$ cat src/rtl/nco_cfg_ctrl.sv
// Serialises one parallel NCO config request into four nco_param words, then issues config_sync (immediate or frame-aligned).
// Latency: words at T+1..T+4 after accept, config_sync at T+5 (immediate) or one cycle after a sampled frame_strobe.
// Backpressure: cfg_ready is high only in IDLE. Optional NCO_READBACK_CHECK_EN adds nco_freq_rb/cfg_err frequency readback compare.
module nco_cfg_ctrl #(
    parameter int BUSBITWIDTH  = 16,
    parameter int SYNC_TIMEOUT = 1023,
    parameter int TO_W         = 10
) (
    input  logic                     clk,
    input  logic                     rst,
    input  logic                     cfg_valid,
    output logic                     cfg_ready,
    input  logic [2*BUSBITWIDTH-1:0] cfg_freq,
    input  logic [BUSBITWIDTH-1:0]   cfg_phase,
    input  logic [BUSBITWIDTH-2:0]   cfg_test,
    input  logic                     cfg_inv,
    input  logic                     cfg_sync_mode,
    input  logic                     frame_strobe,
    output logic                     nco_indicator,
    output logic [BUSBITWIDTH-1:0]   nco_param,
    output logic                     config_sync,
    output logic                     busy,
    output logic                     done,
`ifdef NCO_READBACK_CHECK_EN
    input  logic [2*BUSBITWIDTH-1:0] nco_freq_rb,
    output logic                     cfg_err,
`endif
    output logic                     sync_timeout
);

    typedef enum logic [2:0] {IDLE, LOAD, WAIT_SYNC, SYNC, DONE} state_t;

    localparam logic [TO_W-1:0] TO_LAST = TO_W'((SYNC_TIMEOUT == 0) ? 0 : SYNC_TIMEOUT - 1);

    state_t                   state;
    logic [1:0]               word_cnt;
    logic [TO_W-1:0]          to_cnt;
    logic [2*BUSBITWIDTH-1:0] cap_freq;
    logic [BUSBITWIDTH-1:0]   cap_phase;
    logic                     cap_mode;

    always_ff @(posedge clk or negedge rst) begin
        if (!rst) begin
            state         <= IDLE;
            word_cnt      <= '0;
            to_cnt        <= '0;
            cap_freq      <= '0;
            cap_phase     <= '0;
            cap_mode      <= 1'b0;
            cfg_ready     <= 1'b0;
            nco_indicator <= 1'b0;
            nco_param     <= '0;
            config_sync   <= 1'b0;
            busy          <= 1'b0;
            done          <= 1'b0;
            sync_timeout  <= 1'b0;
`ifdef NCO_READBACK_CHECK_EN
            cfg_err       <= 1'b0;
`endif
        end else begin
            config_sync  <= 1'b0;
            done         <= 1'b0;
            sync_timeout <= 1'b0;
            case (state)
                IDLE: begin
                    cfg_ready <= 1'b1;
                    if (cfg_valid && cfg_ready) begin
                        // W0 goes out straight from the inputs; only later words need the capture.
                        cap_freq      <= cfg_freq;
                        cap_phase     <= cfg_phase;
                        cap_mode      <= cfg_sync_mode;
                        word_cnt      <= '0;
                        nco_indicator <= 1'b1;
                        nco_param     <= {cfg_test, cfg_inv};
                        cfg_ready     <= 1'b0;
                        busy          <= 1'b1;
                        state         <= LOAD;
`ifdef NCO_READBACK_CHECK_EN
                        cfg_err       <= 1'b0;
`endif
                    end
                end
                LOAD: begin
                    word_cnt <= word_cnt + 2'd1;
                    case (word_cnt)
                        2'd0:    nco_param <= cap_freq[BUSBITWIDTH-1:0];
                        2'd1:    nco_param <= cap_freq[2*BUSBITWIDTH-1:BUSBITWIDTH];
                        2'd2:    nco_param <= cap_phase;
                        default: begin
                            nco_indicator <= 1'b0;
                            nco_param     <= '0;
                            to_cnt        <= '0;
                            if (cap_mode) begin
                                state <= WAIT_SYNC;
                            end else begin
                                config_sync <= 1'b1;
                                state       <= SYNC;
                            end
                        end
                    endcase
                end
                WAIT_SYNC: begin
                    // A strobe on the final allowed cycle still wins over the timeout.
                    if (frame_strobe) begin
                        config_sync <= 1'b1;
                        state       <= SYNC;
                    end else if ((SYNC_TIMEOUT != 0) && (to_cnt == TO_LAST)) begin
                        sync_timeout <= 1'b1;
                        busy         <= 1'b0;
                        cfg_ready    <= 1'b1;
                        state        <= IDLE;
                    end else begin
                        to_cnt <= to_cnt + 1'b1;
                    end
                end
                SYNC: begin
                    done  <= 1'b1;
                    state <= DONE;
                end
                DONE: begin
                    busy      <= 1'b0;
                    cfg_ready <= 1'b1;
                    state     <= IDLE;
`ifdef NCO_READBACK_CHECK_EN
                    // The NCO has taken the new frequency by now, so readback must match.
                    if (nco_freq_rb != cap_freq) begin
                        cfg_err <= 1'b1;
                    end
`endif
                end
                default: state <= IDLE;
            endcase
        end
    end

endmodule

$ cat config.mk
export PLATFORM = sky130hd
export DESIGN_NAME = nco_cfg_ctrl
export DESIGN_NICKNAME = d
export VERILOG_FILES = /design/src/rtl/nco_cfg_ctrl.sv
export SDC_FILE = /design/constraint.sdc
export NUM_CORES = 1
export LEC_CHECK = 0
export CORE_AREA = 2 2 103 115
export CTS_CLUSTER_DIAMETER = 150
export DETAILED_ROUTE_END_ITERATION = 10
export DIE_AREA = 0 0 105 117
export DONT_BUFFER_PORTS = 1
export SLEW_MARGIN = 20
export SYNTH_ARGS = -nofsm -noshare
export SYNTH_HDL_FRONTEND = slang
export SYNTH_SLANG_ARGS = --single-unit
export TNS_END_PERCENT = 5
$ cat constraint.sdc
create_clock -name clk -period 3.1 [get_ports clk]
set_input_delay 0.31 -clock clk [delete_from_list [all_inputs] [get_ports clk]]
set_output_delay 0.31 -clock clk [all_outputs]
set_load 0.03 [all_outputs]
Yosys cells after proc, flatten, opt, wreduce, memory -nomap -nowiden:

Cells that the tools add are included.

* $add $sub $neg: 2
* equal/unequal tests: 13
* multiplexer cells: 33
* reductions and logical operators: 14

Operators with widths (number)
* 16-bit one-hot mux with 3 select lines: 1
* 16-bit one-hot mux with 2 select lines: 1
* 10-bit 2-to-1 mux: 3
* 10-bit one-hot mux with 2 select lines: 1
* 16-bit 2-to-1 mux: 1
* 1-bit 2-to-1 mux: 15
* 3-bit 2-to-1 mux: 4
* 3-bit one-hot mux with 4 select lines: 1
* 10-bit by 1-bit adder with 10-bit output (second input constant): 1
* 10-bit equality test (second input constant): 1
* 2-bit inequality test (second input constant): 5
* 3-bit AND reduction: 3
* 4-bit AND reduction: 2
* 3-bit by 2-bit equality test with 1-bit output (second input constant): 2
* 1-bit one-hot mux with 3 select lines: 2
* 1-bit one-hot mux with 2 select lines: 2
* 2-bit one-hot mux with 2 select lines: 1
* 2-bit AND reduction: 2
* 2-bit nonzero test: 2
* 3-bit by 1-bit equality test with 1-bit output (second input constant): 1
* 3-bit equality test (second input constant): 1
* 3-bit logical NOT: 1
* 3-bit inequality test (second input constant): 1
* 3-bit nonzero test: 1
* 7 further kinds: 7

* flip-flop bits (word level): 86
* bits of input ports: 69
* output and inout port bits: 22
* word-level logic and storage cells: 75

Depth between registers and ports, before layout:

* depth in word-level cells: 4
* mapped depth: 8
* gate-level depth less buffers: 6

Least setup slack after synthesis:

OpenSTA, ideal clock, no wires.

* path type: register to register
* from: register cfg_ready
* to: register nco_param[4]
* library setup time: 138 ps
* data arrival time: 1597 ps
* required time: 2962 ps
* path slack: 1364 ps
* cell stages (with the launch flop): 8
* path buffers: 3
* clock period less this slack: 1736 ps
* cell sequence: dfrtp_1 -> nand3b_4 -> or3_1 -> buf_2 -> buf_6 -> buf_6 -> mux2i_1 -> o22ai_1

* word-level cells in the longest chain between the ends: 3

Ends and longest elaborated chain
* start: declaration: RTL line 12 `output logic cfg_ready,`
* start signal: assignment: RTL line 50 `cfg_ready <= 1'b0;`
* start signal: assignment: RTL line 66 `cfg_ready <= 1'b1;`
* start signal: assignment: RTL line 75 `cfg_ready <= 1'b0;`
* 1-bit logical AND: RTL line 67 `if (cfg_valid && cfg_ready) begin`
* 2-bit inequality test (no source line)
* 2-bit AND reduction (no source line)
* end signal: assignment: RTL line 74 `nco_param <= {cfg_test, cfg_inv};`
* end signal: assignment: RTL line 86 `2'd0: nco_param <= cap_freq[BUSBITWIDTH-1:0];`
* end signal: assignment: RTL line 87 `2'd1: nco_param <= cap_freq[2*BUSBITWIDTH-1:BUSBITWIDTH];`
* end: declaration: RTL line 20 `output logic [BUSBITWIDTH-1:0] nco_param,`

No other way between the ends.
A chain may end at the register's enable or synchronous reset.

Worst setup path in the final report:

* from: register state[0]
* to: register nco_param[13]

* word-level cells in the longest chain between the ends: 3
* elaborated cells between the ends (all ways): 6
* those cells by class: eq/ne (2); mux (1); reduce/logical (3)

Ends and longest elaborated chain
* start: declaration: RTL line 35 `state_t state;`
* start signal: assignment: RTL line 44 `state <= IDLE;`
* start signal: assignment: RTL line 77 `state <= LOAD;`
* start signal: assignment: RTL line 94 `state <= WAIT_SYNC;`
* 3-bit by 1-bit equality test with 1-bit output / 3-bit logical NOT (equally long branches): RTL line 64 `case (state)`
* 2-bit nonzero test (no source line) / 2-bit inequality test (equally long branches)
* 2-bit AND reduction (no source line)

Parallel ways exist; a longest one is shown, timed or not.

==> flow_summary.yaml <==
status:
  status: "completed"
synthesis:
  async_flop_share_pct: 100
  synthCells: 296
  ys.flop_type: "dfrtp_1"
  syn_area_um2: 3850
  ys_ff_latch: 86
  syn_nets: 371
  syn_avg_cell_area_um2: 13.0
  yosysUniqueCellTypes: 39
  synth-edff-count: 0
  synth_warnings: 0
  seq_area_frac_synth_pct: 56.0
pwr:
  p_leak_nw: 1.86
  p_per_area_nw_per_um2: 1120
  ir_drop_mv: 0.400
routing:
  dr_total_vias: 2457
  routedWlPerCell_um: 18.9
  ant_nets: 0
  drc: 0
  first_iter_violations: 126
  routed_wl_um: 8410
  dr.pass1.iters: 4
  vias_per_cell: 5.53
global_routing:
  grt_max_degree: 87
  grt_overflow: 0
  grt_pass1_wl_um: 13200
  gr-usage-all-layers_pct: 14.2
  antenna_found_initial: 1
  grt_pass1_vias: 2508
cts:
  cts.sinks: 86
  cts_setup_buffers: 0
  cts_resized: 0
  clkLatencyLatePin_ps: 340
  cts_root_buf: "clkbuf_16"
  h-tree-depth: 3
  clk_pin_slew_ps: 70
  tritoncts: "built"
  cts_made_buffers: 9
  clock_path_buffers: 2
  hold_buffers: 2
sta:
  slew_violations: 0
  fin_skew_ps: 7.78
  rsz0062_at_grt: "no"
  final-setup-viol-count: 0
  hold_viol: 0
  hold_slack_ps: 118
  fin_setup_tns_ps: 0
  worst_pin_slew_ps: 976
  fmax_mhz: 469
  period_share_pct: 68.7
  period_minus_slack_ps: 2130
  maxSlewHeadroom_pct: 34.9
cells_and_area:
  register_area_um2: 2150
  fin_cells: 444
  syn_to_final_growth_pct: 11.4
  fill_cells: 1103
  nets: 365
  antenna_cells: 0
  final_cell_mix: "86 x dfrtp_1, 50 x mux2_2, 16 x a222oi_1, 16 x mux2i_1, 16 x o22ai_1"
  fin_util_pct: 38.3
  multiInputGateArea_um2: 1570
  final_common_cell: "dfrtp_1"
  drive_gt1_share_pct: 24.1
floorplan:
  core_um2: 11200
  rows: 41
  io_pins: 91
  die_x_um: 105
  dieHeight_um: 117
  initial_core_util_pct: 34.4
  dieArea_um2: 12300
placed_design:
  dpl.hpwl_um: 5530
  place_congestion: 0.779
  dp.cells: 427
  port_buffers: 0
worst_setup_path:
  arrival_ps: 2320
  worst_r2r_endpoint: "nco_param[13]$_DFFE_PN0P_"
  r2r_slack_ps: 970
  cp.required_ps: 3280
  crit_type: "reg -> reg"
  cp-end-kind: "flip-flop"
  startpoint_type: "flip-flop"
  rr_worst_depth: 4
  reg2reg_from: "state[0]$_DFFE_PN0P_"
  crit_fanout: 69
flow_run:
  cap_violations: 0
hold_path:
  min_from: "cfg_freq[18]"
  hold_class: "in -> reg"
  holdPathStages: 1
  min_to: "cap_freq[18]$_DFFE_PN0P_"
[where the power goes]
part | switching [mW] | internal [mW]
Clock | 0.428 | 0.701
Sequential | 0.572 | 1.62
Combinational | 0.733 | 0.747
[how the worst max path moves through the flow]
| stage | from | endpoint | slack [ps] | cells past startpoint |
|---|---|---|---|---|
| after floorplan | cfg_ready$_DFFE_PN0P_ | nco_param[4]$_DFFE_PN0P_ | 1360 | 7 |
| after global placement | state[0]$_DFFE_PN0P_ | nco_param[11]$_DFFE_PN0P_ | 960 | 4 |
| after detailed placement | state[0]$_DFFE_PN0P_ | nco_param[12]$_DFFE_PN0P_ | 950 | 4 |
| after CTS | state[0]$_DFFE_PN0P_ | nco_param[12]$_DFFE_PN0P_ | 930 | 4 |
| after global routing | state[0]$_DFFE_PN0P_ | nco_param[11]$_DFFE_PN0P_ | 770 | 4 |
| final | state[0]$_DFFE_PN0P_ | nco_param[13]$_DFFE_PN0P_ | 970 | 4 |
[critical path, cell delays in order (launching register included)]
cell and delay (ps):
dfrtp_1 530, nand3b_4 200, or3_4 740, mux2i_1 330, o22ai_1 110
[layout make-up]
cell class / count / area share, %
timing repair buffer: 3 / 1.05
clock buffer: 11 / 5.43
clock inverter: 4 / 1.69
tap: 150 / 4.38
inverter: 6 / 0.526
sequential: 86 / 50.2
multi-input combinational: 184 / 36.7
[flip-flops by register name (all words and copies together) (netlist names)]
| name | flops |
|---|---|
| cap_freq | 32 |
| cap_phase | 16 |
| nco_param | 16 |
| to_cnt | 10 |
| state | 3 |
| word_cnt | 2 |
| busy | 1 |
| cap_mode | 1 |
| cfg_ready | 1 |
| config_sync | 1 |
| done | 1 |
| nco_indicator | 1 |
| sync_timeout | 1 |
[metrics by stage]
step | setup WS, ps | area, um2 | power [mW]
6_report | 969 | 4280 | 4.80
5_1_grt | 767 | 4280 | 5.10
4_1_cts | 935 | 4280 | 4.85
3_5_place_dp | 954 | 3940 | 3.70
3_3_place_gp | 959 | 3940 | 3.64
2_1_floorplan | 1360 | 3850 | 3.33
[synth_stat cells, types with 2 or more instances]
cell	instances	share of area (%)
o21ai_1	2	0.26
nor3_1	5	0.65
nor3b_1	4	0.78
a21o_1	2	0.39
o22ai_1	16	2.6
a211oi_1	2	0.39
a21oi_1	4	0.52
a222oi_1	16	4.2
clkbuf_1	7	0.68
o31a_1	2	0.46
dfrtp_1	86	56
nand3_1	8	1.0
mux2_2	50	15
nand2_1	13	1.3
nand4_1	2	0.33
ha_1	6	2.0
o21ai_0	11	1.4
nor2_1	4	0.39
mux2i_1	16	4.2
inv_1	6	0.59
buf_6	3	0.88
a31oi_1	4	0.65
or3_1	2	0.33
buf_2	10	1.3
[kinds of logic after synthesis]
family	count (synthesis)	share of synthesized area, %
muxes	66	18.8
AOI/OAI and AO/OA	67	13.0
adders and majority gates	6	1.95
buffers and inverters	26	3.45
and+or+nand+nor	45	6.80
DFF	86	56.0
[per-layer routing]
| layer | global-route usage (%) | vias up | part of all wire, % |
|---|---|---|---|
| met3 | 5.81 | 12 | 9.3 |
| met2 | 21.5 | 104 | 45 |
| met5 | 0 | - | 0.15 |
| met1 | 17.7 | 1223 | 44 |
| met4 | 6.76 | 2 | 1.6 |
| li1 | - | 1116 | - |
(Power assumes the default switching activity.)
